File: src/rtl/mem_stage_pkg.sv
// Shared types and helpers for the vector-capable memory stage.
package mem_stage_pkg;

    typedef enum logic [1:0] {IDLE, VREAD, VWRITE, VDRAIN} beat_state_e;

    localparam logic [1:0] WB_SEL_MEM = 2'b00;

    function automatic int nbeats(input int lanes, input int beat_lanes);
        return lanes / beat_lanes;
    endfunction

endpackage

File: src/rtl/mem_stage_vec_if.sv
// RAM-side bus of the memory stage: scalar port a and vector beat port b.
interface mem_stage_vec_if #(
    parameter int ADDR_W = 16,
    parameter int DATA_W = 8,
    parameter int BEAT_W = 32
);
    logic [ADDR_W-1:0] mem_addr_a;
    logic [DATA_W-1:0] mem_wdata_a;
    logic              mem_wren_a;
    logic [DATA_W-1:0] mem_rdata_a;
    logic [ADDR_W-1:0] mem_addr_b;
    logic [BEAT_W-1:0] mem_wdata_b;
    logic              mem_wren_b;
    logic [BEAT_W-1:0] mem_rdata_b;

    modport master (
        output mem_addr_a, mem_wdata_a, mem_wren_a, mem_addr_b, mem_wdata_b, mem_wren_b,
        input  mem_rdata_a, mem_rdata_b
    );

    modport slave (
        input  mem_addr_a, mem_wdata_a, mem_wren_a, mem_addr_b, mem_wdata_b, mem_wren_b,
        output mem_rdata_a, mem_rdata_b
    );
endinterface

File: src/rtl/vector_beat_sequencer.sv
// Splits one vector load/store into NBEATS port-b beats and produces the stall,
// retire and read-capture strobes that the stage top needs.
module vector_beat_sequencer
    import mem_stage_pkg::*;
#(
    parameter int ADDR_W     = 16,
    parameter int LANES      = 16,
    parameter int LANE_W     = 8,
    parameter int BEAT_LANES = 4,
    parameter int NBEATS     = nbeats(LANES, BEAT_LANES),
    parameter int CNT_W      = (NBEATS > 1) ? $clog2(NBEATS) : 1,
    parameter int BEAT_W     = BEAT_LANES * LANE_W
) (
    input  logic                    clk,
    input  logic                    reset,
    input  logic                    valid,
    input  logic                    load,
    input  logic                    store,
    input  logic [ADDR_W-1:0]       base,
    input  logic [LANES*LANE_W-1:0] store_data,
    output logic [ADDR_W-1:0]       addr,
    output logic [BEAT_W-1:0]       wdata,
    output logic                    wren,
    output logic                    stall,
    output logic                    busy,
    output logic                    retire,
    output logic                    capture,
    output logic [CNT_W-1:0]        capture_idx
);

    localparam logic [CNT_W-1:0] LAST = CNT_W'(NBEATS - 1);

    beat_state_e       state;
    logic [CNT_W-1:0]  count;
    logic [ADDR_W-1:0] base_q;
    logic              rd_pending_q;
    logic [CNT_W-1:0]  rd_idx_q;

    logic              accept;
    logic              writing;
    logic              issue;
    logic              last;
    logic [CNT_W-1:0]  issue_idx;
    int                beat_off;

    always_comb begin
        // NOTE: every signal gets a default before the branches, so no path can infer a latch.
        accept    = 1'b0;
        writing   = 1'b0;
        issue     = 1'b0;
        issue_idx = '0;
        last      = (count == LAST);
        if (state == IDLE) begin
            // A store on port b wins over a simultaneous load.
            accept  = valid && (load || store) && !reset;
            issue   = accept;
            writing = store;
        end else begin
            issue     = (state == VREAD) || (state == VWRITE);
            writing   = (state == VWRITE);
            issue_idx = count;
        end
        beat_off = int'(issue_idx) * BEAT_W;
    end

    assign addr        = (state == IDLE) ? base : base_q + ADDR_W'(count);
    assign wdata       = store_data[beat_off +: BEAT_W];
    assign wren        = issue && writing && !reset;
    assign stall       = !reset && ((accept && (!store || (NBEATS > 1))) ||
                                    (state == VREAD) || (state == VWRITE && !last));
    assign retire      = !reset && ((state == VDRAIN) || (state == VWRITE && last));
    assign busy        = (state != IDLE);
    assign capture     = rd_pending_q;
    assign capture_idx = rd_idx_q;

    // NOTE: sequential state uses non-blocking assignments so every flop samples pre-edge values.
    always_ff @(posedge clk) begin
        if (reset) begin
            state        <= IDLE;
            count        <= '0;
            base_q       <= '0;
            rd_pending_q <= 1'b0;
            rd_idx_q     <= '0;
        end else begin
            rd_pending_q <= issue && !writing;
            rd_idx_q     <= issue_idx;
            case (state)
                IDLE: begin
                    if (accept) begin
                        base_q <= base;
                        count  <= CNT_W'((NBEATS > 1) ? 1 : 0);
                        if (store) state <= (NBEATS > 1) ? VWRITE : IDLE;
                        else       state <= (NBEATS > 1) ? VREAD : VDRAIN;
                    end
                end
                VREAD, VWRITE: begin
                    if (last) begin
                        state <= (state == VREAD) ? VDRAIN : IDLE;
                        count <= '0;
                    end else begin
                        count <= count + 1'b1;
                    end
                end
                VDRAIN:  state <= IDLE;
                default: state <= IDLE;
            endcase
        end
    end

endmodule

File: src/rtl/mem_stage_vec.sv
// Pipeline memory stage with a scalar RAM port and a beat-sequenced vector port,
// ending in the MEM/WB writeback register.
module mem_stage_vec
    import mem_stage_pkg::*;
#(
    parameter int DATA_W     = 8,
    parameter int ADDR_W     = 16,
    parameter int LANES      = 16,
    parameter int LANE_W     = 8,
    parameter int BEAT_LANES = 4
) (
    input  logic                    clk,
    input  logic                    reset,
    input  logic                    valid_memory,
    input  logic                    wre_memory,
    input  logic                    vector_wre_memory,
    input  logic                    write_memory_enable_a_memory,
    input  logic                    read_memory_a_memory,
    input  logic                    write_memory_enable_b_memory,
    input  logic                    read_memory_b_memory,
    input  logic [ADDR_W-1:0]       srcA_memory,
    input  logic [DATA_W-1:0]       srcB_memory,
    input  logic [LANES*LANE_W-1:0] vector_srcB_memory,
    input  logic [DATA_W-1:0]       alu_result_memory,
    input  logic [LANES*LANE_W-1:0] alu_vector_result_memory,
    input  logic [1:0]              select_writeback_data_mux_memory,
    input  logic [1:0]              select_writeback_vector_data_mux_memory,
    input  logic [4:0]              rd_memory,
    mem_stage_vec_if.master         ram,
    output logic                    stall_memory,
    output logic                    access_error,
    output logic                    wre_writeback,
    output logic                    vector_wre_writeback,
    output logic [4:0]              rd_writeback,
    output logic [DATA_W-1:0]       writeback_data,
    output logic [LANES*LANE_W-1:0] writeback_vector
);

    localparam int VEC_W  = LANES * LANE_W;
    localparam int BEAT_W = BEAT_LANES * LANE_W;
    localparam int NBEATS = nbeats(LANES, BEAT_LANES);
    localparam int CNT_W  = (NBEATS > 1) ? $clog2(NBEATS) : 1;

    logic             busy;
    logic             vec_retire;
    logic             capture;
    logic [CNT_W-1:0] capture_idx;
    int               cap_off;
    logic             idle_valid;
    logic             a_any;
    logic             b_any;
    logic             retire;

    logic [VEC_W-1:0]  buffer;
    logic [DATA_W-1:0] alu_q;
    logic [VEC_W-1:0]  alu_vec_q;
    logic              data_from_mem_q;
    logic              vec_from_mem_q;

    vector_beat_sequencer #(
        .ADDR_W     (ADDR_W),
        .LANES      (LANES),
        .LANE_W     (LANE_W),
        .BEAT_LANES (BEAT_LANES)
    ) u_seq (
        .clk         (clk),
        .reset       (reset),
        .valid       (valid_memory),
        .load        (read_memory_b_memory),
        .store       (write_memory_enable_b_memory),
        .base        (srcA_memory),
        .store_data  (vector_srcB_memory),
        .addr        (ram.mem_addr_b),
        .wdata       (ram.mem_wdata_b),
        .wren        (ram.mem_wren_b),
        .stall       (stall_memory),
        .busy        (busy),
        .retire      (vec_retire),
        .capture     (capture),
        .capture_idx (capture_idx)
    );

    assign a_any      = write_memory_enable_a_memory || read_memory_a_memory;
    assign b_any      = write_memory_enable_b_memory || read_memory_b_memory;
    assign idle_valid = valid_memory && !busy && !reset;

    assign access_error = idle_valid && ((a_any && b_any) ||
                          (write_memory_enable_a_memory && read_memory_a_memory) ||
                          (write_memory_enable_b_memory && read_memory_b_memory));

    // A mixed a/b instruction is treated as a vector access; the scalar store is dropped.
    assign ram.mem_addr_a  = srcA_memory;
    assign ram.mem_wdata_a = srcB_memory;
    assign ram.mem_wren_a  = idle_valid && write_memory_enable_a_memory && !b_any;

    assign retire  = vec_retire || (idle_valid && !stall_memory);
    assign cap_off = int'(capture_idx) * BEAT_W;

    // NOTE: the assembly buffer is a plain register array, so it can take a reset to zero.
    always_ff @(posedge clk) begin
        if (reset) begin
            buffer <= '0;
        end else if (capture) begin
            buffer[cap_off +: BEAT_W] <= ram.mem_rdata_b;
        end
    end

    // Memory-sourced data arrives one cycle after the address, i.e. in the writeback cycle,
    // so the register keeps the select and the mux sits on its output.
    always_ff @(posedge clk) begin
        if (reset) begin
            wre_writeback        <= 1'b0;
            vector_wre_writeback <= 1'b0;
            rd_writeback         <= '0;
            alu_q                <= '0;
            alu_vec_q            <= '0;
            data_from_mem_q      <= 1'b0;
            vec_from_mem_q       <= 1'b0;
        end else if (retire) begin
            wre_writeback        <= wre_memory;
            vector_wre_writeback <= vector_wre_memory;
            rd_writeback         <= rd_memory;
            alu_q                <= alu_result_memory;
            alu_vec_q            <= alu_vector_result_memory;
            data_from_mem_q      <= (select_writeback_data_mux_memory == WB_SEL_MEM);
            vec_from_mem_q       <= (select_writeback_vector_data_mux_memory == WB_SEL_MEM);
        end else begin
            wre_writeback        <= 1'b0;
            vector_wre_writeback <= 1'b0;
        end
    end

    assign writeback_data   = data_from_mem_q ? ram.mem_rdata_a : alu_q;
    assign writeback_vector = vec_from_mem_q ? buffer : alu_vec_q;

endmodule

File: src/flat_wrapper.sv
// flat-port wrapper written by rule: the top's interface ports become plain ports
module mem_stage_vec_flat import mem_stage_pkg::*;
#(
    parameter int DATA_W     = 8,
    parameter int ADDR_W     = 16,
    parameter int LANES      = 16,
    parameter int LANE_W     = 8,
    parameter int BEAT_LANES = 4
)
  (clk, reset, valid_memory, wre_memory, vector_wre_memory, write_memory_enable_a_memory, read_memory_a_memory, write_memory_enable_b_memory, read_memory_b_memory, srcA_memory, srcB_memory, vector_srcB_memory, alu_result_memory, alu_vector_result_memory, select_writeback_data_mux_memory, select_writeback_vector_data_mux_memory, rd_memory, stall_memory, access_error, wre_writeback, vector_wre_writeback, rd_writeback, writeback_data, writeback_vector, ram_mem_addr_a, ram_mem_wdata_a, ram_mem_wren_a, ram_mem_addr_b, ram_mem_wdata_b, ram_mem_wren_b, ram_mem_rdata_a, ram_mem_rdata_b);
  mem_stage_vec_if #(.ADDR_W(ADDR_W), .DATA_W(DATA_W)) ram_i ();
  input  logic clk;
  input  logic reset;
  input  logic valid_memory;
  input  logic wre_memory;
  input  logic vector_wre_memory;
  input  logic write_memory_enable_a_memory;
  input  logic read_memory_a_memory;
  input  logic write_memory_enable_b_memory;
  input  logic read_memory_b_memory;
  input  logic [ADDR_W-1:0] srcA_memory;
  input  logic [DATA_W-1:0] srcB_memory;
  input  logic [LANES*LANE_W-1:0] vector_srcB_memory;
  input  logic [DATA_W-1:0] alu_result_memory;
  input  logic [LANES*LANE_W-1:0] alu_vector_result_memory;
  input  logic [1:0] select_writeback_data_mux_memory;
  input  logic [1:0] select_writeback_vector_data_mux_memory;
  input  logic [4:0] rd_memory;
  output logic stall_memory;
  output logic access_error;
  output logic wre_writeback;
  output logic vector_wre_writeback;
  output logic [4:0] rd_writeback;
  output logic [DATA_W-1:0] writeback_data;
  output logic [LANES*LANE_W-1:0] writeback_vector;
  output wire logic [$bits(ram_i.mem_addr_a)-1:0] ram_mem_addr_a;
  output wire logic [$bits(ram_i.mem_wdata_a)-1:0] ram_mem_wdata_a;
  output wire logic [$bits(ram_i.mem_wren_a)-1:0] ram_mem_wren_a;
  output wire logic [$bits(ram_i.mem_addr_b)-1:0] ram_mem_addr_b;
  output wire logic [$bits(ram_i.mem_wdata_b)-1:0] ram_mem_wdata_b;
  output wire logic [$bits(ram_i.mem_wren_b)-1:0] ram_mem_wren_b;
  input wire logic [$bits(ram_i.mem_rdata_a)-1:0] ram_mem_rdata_a;
  input wire logic [$bits(ram_i.mem_rdata_b)-1:0] ram_mem_rdata_b;
  assign ram_mem_addr_a = ram_i.mem_addr_a;
  assign ram_mem_wdata_a = ram_i.mem_wdata_a;
  assign ram_mem_wren_a = ram_i.mem_wren_a;
  assign ram_mem_addr_b = ram_i.mem_addr_b;
  assign ram_mem_wdata_b = ram_i.mem_wdata_b;
  assign ram_mem_wren_b = ram_i.mem_wren_b;
  assign ram_i.mem_rdata_a = ram_mem_rdata_a;
  assign ram_i.mem_rdata_b = ram_mem_rdata_b;
  mem_stage_vec #(.DATA_W(DATA_W), .ADDR_W(ADDR_W), .LANES(LANES), .LANE_W(LANE_W), .BEAT_LANES(BEAT_LANES)) u_core (.clk(clk), .reset(reset), .valid_memory(valid_memory), .wre_memory(wre_memory), .vector_wre_memory(vector_wre_memory), .write_memory_enable_a_memory(write_memory_enable_a_memory), .read_memory_a_memory(read_memory_a_memory), .write_memory_enable_b_memory(write_memory_enable_b_memory), .read_memory_b_memory(read_memory_b_memory), .srcA_memory(srcA_memory), .srcB_memory(srcB_memory), .vector_srcB_memory(vector_srcB_memory), .alu_result_memory(alu_result_memory), .alu_vector_result_memory(alu_vector_result_memory), .select_writeback_data_mux_memory(select_writeback_data_mux_memory), .select_writeback_vector_data_mux_memory(select_writeback_vector_data_mux_memory), .rd_memory(rd_memory), .ram(ram_i), .stall_memory(stall_memory), .access_error(access_error), .wre_writeback(wre_writeback), .vector_wre_writeback(vector_wre_writeback), .rd_writeback(rd_writeback), .writeback_data(writeback_data), .writeback_vector(writeback_vector));
endmodule
File: config.mk
export PLATFORM = sky130hd
export DESIGN_NAME = mem_stage_vec_flat
export DESIGN_NICKNAME = d
export VERILOG_FILES = /design/src/rtl/mem_stage_pkg.sv /design/src/rtl/mem_stage_vec_if.sv /design/src/rtl/vector_beat_sequencer.sv /design/src/rtl/mem_stage_vec.sv /design/src/flat_wrapper.sv
export SDC_FILE = /design/constraint.sdc
export NUM_CORES = 1
export LEC_CHECK = 0
export CAP_MARGIN = 20
export CORE_AREA = 2 2 217 219
export DETAILED_ROUTE_END_ITERATION = 8
export DIE_AREA = 0 0 219 221
export PLACE_DENSITY = 0.58
export SLEW_MARGIN = 20
export SYNTH_ARGS = -nofsm -noshare
export SYNTH_HDL_FRONTEND = slang
export SYNTH_SLANG_ARGS = --single-unit
File: constraint.sdc
create_clock -name clk -period 2.8 [get_ports clk]
set_clock_uncertainty 0.05 [all_clocks]
set_input_delay 0.56 -clock clk [delete_from_list [all_inputs] [get_ports clk]]
set_output_delay 0.56 -clock clk [all_outputs]
set_load 0.1 [all_outputs]
; Yosys cells after proc, flatten, opt, wreduce, memory -nomap -nowiden
; Index checks and enable logic that the tools add are counted.
[totals]
register_bits = 296
out_inout_bits = 219
input_bits = 346
[op_classes]
muxes = 16
n_reduce_logical = 43
bitwise = 1
shifts = 3
n_eq_ne = 6
n_addsub = 3
[op_table]
columns = operator, n
row1 = 128-bit bitwise mux, 1
row2 = 128-bit two-way mux, 1
row3 = 32-bit by 33-bit variable shift with 128-bit output (first input constant), 1
row4 = 128-bit by 8-bit indexed part select with 32-bit output, 1
row5 = 32-bit by 33-bit indexed part select with 128-bit output, 1
row6 = 7-bit negator with 33-bit output, 1
row7 = 1-bit logical AND, 18
row8 = 16-bit by 2-bit adder with 16-bit output, 1
row9 = 16-bit two-way mux, 1
row10 = 2-bit two-way mux, 7
row11 = 1-bit logical OR, 9
row12 = 8-bit two-way mux, 1
row13 = 2-bit equality test (second input constant), 3
row14 = 1-bit zero test, 6
row15 = 2-bit zero test, 3
row16 = 2-bit one-hot mux with 3 select lines, 1
row17 = 2-bit AND reduction, 3
row18 = 2-bit inequality test (second input constant), 2
row19 = 2-bit one-hot mux with 2 select lines, 1
row20 = 2-bit nonzero test, 2
row21 = 2-bit OR reduction, 2
row22 = 1-bit two-way mux, 3
row23 = 2-bit by 1-bit adder with 2-bit output (second input constant), 1
row24 = 2-bit by 1-bit equality test with 1-bit output (second input constant), 1
row25 = 1-bit inverter, 1

; Longest topological paths before layout
[logic_depth]
ltp_word = 12
mapped_depth = 10
mapped_depth_nobuf = 7

; Cells and area by module
; Synthesis repeated with hierarchy kept, for this count alone.
[unflattened]
cells_unflattened = 1642
hier_area_um2 = 14091.0
[modules_own_cells]
columns = module, cells_per_inst, n_inst, area_per_inst_um2
row1 = mem_stage_vec, 1252, 1, 11602.4
row2 = vector_beat_sequencer, 390, 1, 2488.6

; Worst setup path after synthesis
; Ideal clock, no wire load.
[synth_path]
path_type = reg-to-output
start = reg u_core.u_seq.count[0]
end = out ram_mem_addr_b[14]
required_time_ns = 2.190
setup_slack_ns = -1.572
arrival_ns = 3.762
path_stages_with_launch = 8
cell_sequence = dfxtp_1 > ha_1 > inv_1 > fa_1 > nand3b_1 > nor4_1 > xnor2_1 > o21ai_0
[synth_via]
elab_chain_len = 2
[synth_rtl]
columns = element, line_no
row1 = start: declaration, vector_beat_sequencer.sv:34  ; logic [CNT_W-1:0] count;
row2 = start signal: assignment, vector_beat_sequencer.sv:91  ; count <= CNT_W'((NBEATS > 1) ? 1 : 0);
row3 = start signal: assignment, vector_beat_sequencer.sv:101  ; count <= count + 1'b1;
row4 = 16-bit by 2-bit adder with 16-bit output, vector_beat_sequencer.sv:66  ; assign addr = (state == IDLE) ? base : base_q + ADDR_W'(count);
row5 = 16-bit two-way mux, vector_beat_sequencer.sv:66
row6 = end: declaration, flat_wrapper.sv:39  ; output wire logic [$bits(ram_i.mem_addr_b)-1:0] ram_mem_addr_b;
; Every way passes these cells.

; Final worst setup path
[layout_path]
start = reg u_core.u_seq.count[0]
end = out ram_mem_addr_b[6]
; The elaborated chain is that of the path after synthesis.

==> impl.org <==
** Global route
- Via count of the first global-routing pass :: 14800
- Global-route total usage across every layer :: 0.249
- Pin count of the biggest net entering global routing :: 170
- The first global-routing pass estimated 92700 µm of wire.
- Global routing finished with a remaining overflow of 0.
- The initial antenna violation count is 8.

** Finish
- From synthesis to final layout, the design area changed by 72.3%.
- Nets :: approximately 2500
- Filler Cells Inserted :: 4162
- Final Core Density :: 0.524
- Fraction of layout instances using a drive strength above 1 :: 0.282
- Post-route cell area :: roughly 24000 µm²

** Setup path
- The worst setup path is captured at a primary output.
- Critical path data arrival time :: 2450 ps
- Kind of launch point of the worst setup path :: register
- For the worst setup path, the data required time is 2190 ps.
- In this run the worst setup path begins at u_core.u_seq.count[0].
- In this run the critical register-to-register path is launched from u_core.u_seq.count[1].
- Start-to-end type of the worst setup path :: register to primary output
- Critical path buffers and inverters :: 3
- In this design, the largest share of critical-path delay is due to adder cells.
- Delay of the slowest cell on the worst path :: 360 ps
- The slowest stage of the critical path belongs to the cell sky130_fd_sc_hd__dfxtp_2.
- Largest fanout on the critical path :: 3
- Ordered list of cells on the worst path :: ha_4 -> inv_2 -> fa_2 -> buf_4 -> and4b_1 -> nand2_1 -> xor2_1 -> o21ai_4 -> buf_12

** Power
- The analysis attributes to cell leakage a power of 8.79 nW.
- Total power for the finished layout comes to 17.1 mW.
- VDD sags by at most roughly 480 µV.
- Dividing total power by cell area gives a power density of 710 nW/µm².

** Status
- Status :: finished with violations
- The checks that failed: negative setup slack.

** Detailed routing
- Via density :: 5.33
- After detailed routing, the number of remaining DRC violations is 0.
- WL per Instance :: 22.8 µm
- Detailed routing inserted a total of 14800 vias.
- Drt pass-1 iters :: 5
- The first routing iteration left approximately 1300 violations.
- The final layout contains routed wiring with a total length of approximately 63000 µm.
- Once detail routing completed, the nets flagged for antenna violations numbered 0.

** Timing
- Finish-stage setup viols :: 9
- The count of endpoints failing hold in the final timing report was 0.
- In the post-route analysis, the smallest setup slack over all paths is -263 ps.
- The tightest hold path in the finished design has a slack of 313 ps.
- Post-route clock period utilization :: 1.09
- Setup repair after global routing could not meet its margin everywhere.
- After layout, the minimum clock period comes to 3060 ps.
- Setup total negative slack on the finished layout was measured at -1610 ps.
- The number of max-slew violations in the final report is 0.
- For the pin with the worst max-slew slack, the measured transition is 1130 ps.
- Fmax :: 326 MHz
- Max-Slew Margin vs Limit :: 0.245

** Place
- After detailed placement, the total cell area comes to between 20000 and 25000 µm².
- Number of port buffers :: between 500 and 600
- Detailed placement finished with a half-perimeter wire length of about 44000 µm.
- Final RePlAce weighted congestion :: 0.901

** Floorplanning
- Area of the die :: 48400 µm²
- The die is 221 µm tall.
- The floorplan step set the die width to 219 µm.
- The floorplan has 79 rows.
- Count of pins on the block boundary :: 565
- Placeable core region :: 46100 µm²
- The initial utilization of the core area, before any placement, comes to 0.304.

** Synth
- By area, the combinational part of the netlist is dominated by compound AO/OA/AOI/OAI gates.
- EDFF count, synth :: 0
- When the netlist entered floorplanning its net count stood at 2020.
- Portion of netlist area occupied by mux cells :: 0.112
- Synthesis produced a netlist whose cell count is 1660.
- Synthesized area divided by synthesized cell count :: 8.44 µm²
- For this run, asynchronously set or reset flops after synthesis account for 0.
- Of the total synthesized cell area, the portion taken by full adders, half adders and majority gates is 0.0138.
- Of the synthesized area, sequential elements account for 0.423.
- Yosys top cell area share :: 0.423
- Complex-gate fraction of the synthesized area :: 0.219
- Yosys printed 0 warnings.
- Of the total synthesized cell area, the portion taken by XOR and XNOR cells is 0.00750.
- Flop and latch count out of synthesis :: 296
- Biggest area consumer among synthesized cells :: sky130_fd_sc_hd__dfxtp_1
- Syn Std Cell Area :: 14000 µm²
- Top area cells in the synthesized netlist :: sky130_fd_sc_hd__dfxtp_1 (42%), sky130_fd_sc_hd__mux2_2 (11%), sky130_fd_sc_hd__a22oi_1 (6.9%)
- Basic-gate share of the synthesized area counting and, or, nand and nor cells :: 0.159
- The synthesized netlist contains 49 unique library cells.
- Most common flop cell mapped by yosys :: sky130_fd_sc_hd__dfxtp_1

** Hold path
- Worst min path class :: input pin to register
- The startpoint identified for the worst hold timing path is reset.

** CTS
- Number of buffers created by CTS :: 35
- The H-tree was split into 2 levels.
- Clock Latency Late Sink :: 520 ps
- Clock tree from TritonCTS :: yes
- Clock-pin slew was measured on the worst setup and hold paths at about 60 ps.
- CTS placed an instance of sky130_fd_sc_hd__clkbuf_16 at the clock tree root.
- In this run the deepest clock path goes through 3 buffers.
- CTS hold repair buffers :: 0
- Total number of clock tree sinks :: 296

** Job
- Max-capacitance violation count :: 0
## metal layers
metal  up-vias  part of all wire  GRT usage
met5         -                 0          0
met2       609              0.45      0.383
li1       6904                 -          -
met3       106             0.077     0.0597
met4         0             0.032     0.0872
met1      7191              0.44      0.339
## synth_stat cells, drive strengths merged (10+ instances only)
library cell	instances
ha	13
a21oi	161
mux2	137
xnor2	10
nor2	143
nor2b	37
a31oi	32
a22oi	128
clkbuf	119
nand3	146
a211oi	32
o21ai	155
nand2	120
buf	66
dfxtp	296
inv	12
## cell families after synthesis
kind of cell | count (synthesis)
AO/OA/AOI/OAI | 518
XOR/XNOR | 12
adder cells (fa/ha/maj) | 15
buffers and inverters | 198
flip-flops | 296
multiplexers | 140
AND/OR/NAND/NOR | 481
## worst register-to-register path, stage by stage, from the launching register on
cell,delay [ps]
sky130_fd_sc_hd__dfxtp_2,330
sky130_fd_sc_hd__buf_6,120
sky130_fd_sc_hd__buf_4,160
sky130_fd_sc_hd__ha_1,220
sky130_fd_sc_hd__nand3b_1,160
sky130_fd_sc_hd__a21boi_4,230
sky130_fd_sc_hd__buf_4,580
sky130_fd_sc_hd__nand3_1,230
sky130_fd_sc_hd__a21oi_1,180
## placed cells by master (no fill, tap or decap), types with 4 or more instances in the layout
| cell | Yosys | layout |
|---|---|---|
| sky130_fd_sc_hd__a21oi_1 | 161 | 160 |
| sky130_fd_sc_hd__nand4_1 | 4 | 4 |
| sky130_fd_sc_hd__o21ai_4 | 0 | 5 |
| sky130_fd_sc_hd__mux2_2 | 137 | 137 |
| sky130_fd_sc_hd__xnor2_1 | 10 | 8 |
| sky130_fd_sc_hd__a31oi_4 | 0 | 29 |
| sky130_fd_sc_hd__clkbuf_8 | 0 | 10 |
| sky130_fd_sc_hd__a22oi_1 | 128 | 128 |
| sky130_fd_sc_hd__clkdlybuf4s50_1 | 0 | 336 |
| sky130_fd_sc_hd__o21ai_0 | 154 | 142 |
| sky130_fd_sc_hd__buf_4 | 24 | 87 |
| sky130_fd_sc_hd__a211oi_2 | 0 | 29 |
| sky130_fd_sc_hd__nor2b_1 | 37 | 35 |
| sky130_fd_sc_hd__clkbuf_1 | 111 | 6 |
| sky130_fd_sc_hd__ha_1 | 13 | 10 |
| sky130_fd_sc_hd__diode_2 | 0 | 9 |
| sky130_fd_sc_hd__dfxtp_2 | 0 | 9 |
| sky130_fd_sc_hd__nor4_2 | 0 | 4 |
| sky130_fd_sc_hd__o21ai_2 | 0 | 8 |
| sky130_fd_sc_hd__clkbuf_16 | 0 | 38 |
| sky130_fd_sc_hd__inv_1 | 12 | 9 |
| sky130_fd_sc_hd__nand3_1 | 146 | 144 |
| sky130_fd_sc_hd__clkinv_2 | 0 | 8 |
| sky130_fd_sc_hd__dfxtp_1 | 296 | 285 |
| sky130_fd_sc_hd__nor2_1 | 143 | 143 |
| sky130_fd_sc_hd__buf_12 | 0 | 195 |
| sky130_fd_sc_hd__nand2_1 | 120 | 116 |
| sky130_fd_sc_hd__nor3_4 | 0 | 4 |
## power by group
group	internal (mW)	leakage [nW]	switching, mW
clock	2.64	0.570	1.85
sequential	4.47	2.40	0.180
combinational	2.91	5.82	5.10
total	10.0	8.79	7.13
## worst paths after layout
kind,to,slack [ps],cells past startpoint
setup / recovery,ram_mem_addr_b[6],-260,9
hold / removal,u_core.u_seq.capture_idx[0],310,2
setup reg to reg,u_core.alu_vec_q[45],460,8
hold reg to reg,u_core.alu_vec_q[16],410,2
## area by class of cell
cell class	instances	area (µm²)	share of cell area
Multi-Input combinational cell	1166	8140	0.337
Timing Repair Buffer	626	8070	0.335
Inverter	13	56.3	0.00233
Tap cell	607	759	0.0315
Clock inverter	12	81.3	0.00337
Sequential cell	296	5940	0.246
Clock buffer	52	1060	0.0440
Antenna cell	9	22.5	0.000933
## sequential cells by signal (all words and copies together) (netlist names), 2 cells and up
| signal | flops |
|---|---|
| u_core.u_seq.capture_idx | 2 |
| u_core.u_seq.count | 2 |
| u_core.alu_vec_q | 128 |
| u_core.rd_writeback | 5 |
| u_core.buffer | 128 |
| u_core.u_seq.base_q | 16 |
| u_core.u_seq.state | 2 |
| u_core.alu_q | 8 |
## what timing repair did
item                       in CTS  in global routing
gates cloned                    1                  2
buffers inserted                9                 12
pin swaps                      14                 13
resized for setup              56                 42
setup endpoints to repair      51                 47
## through the flow
| stage | worst slack (ps) | std cells |
|---|---|---|
| 2_1_floorplan | -649 | 1660 |
| 3_3_place_gp | 110 | 2685 |
| 3_5_place_dp | 103 | 2685 |
| 4_1_cts | -258 | 2759 |
| 5_1_grt | -350 | 2780 |
| 6_report | -263 | 2781 |
Note: power is estimated with default switching activity, not from simulation.
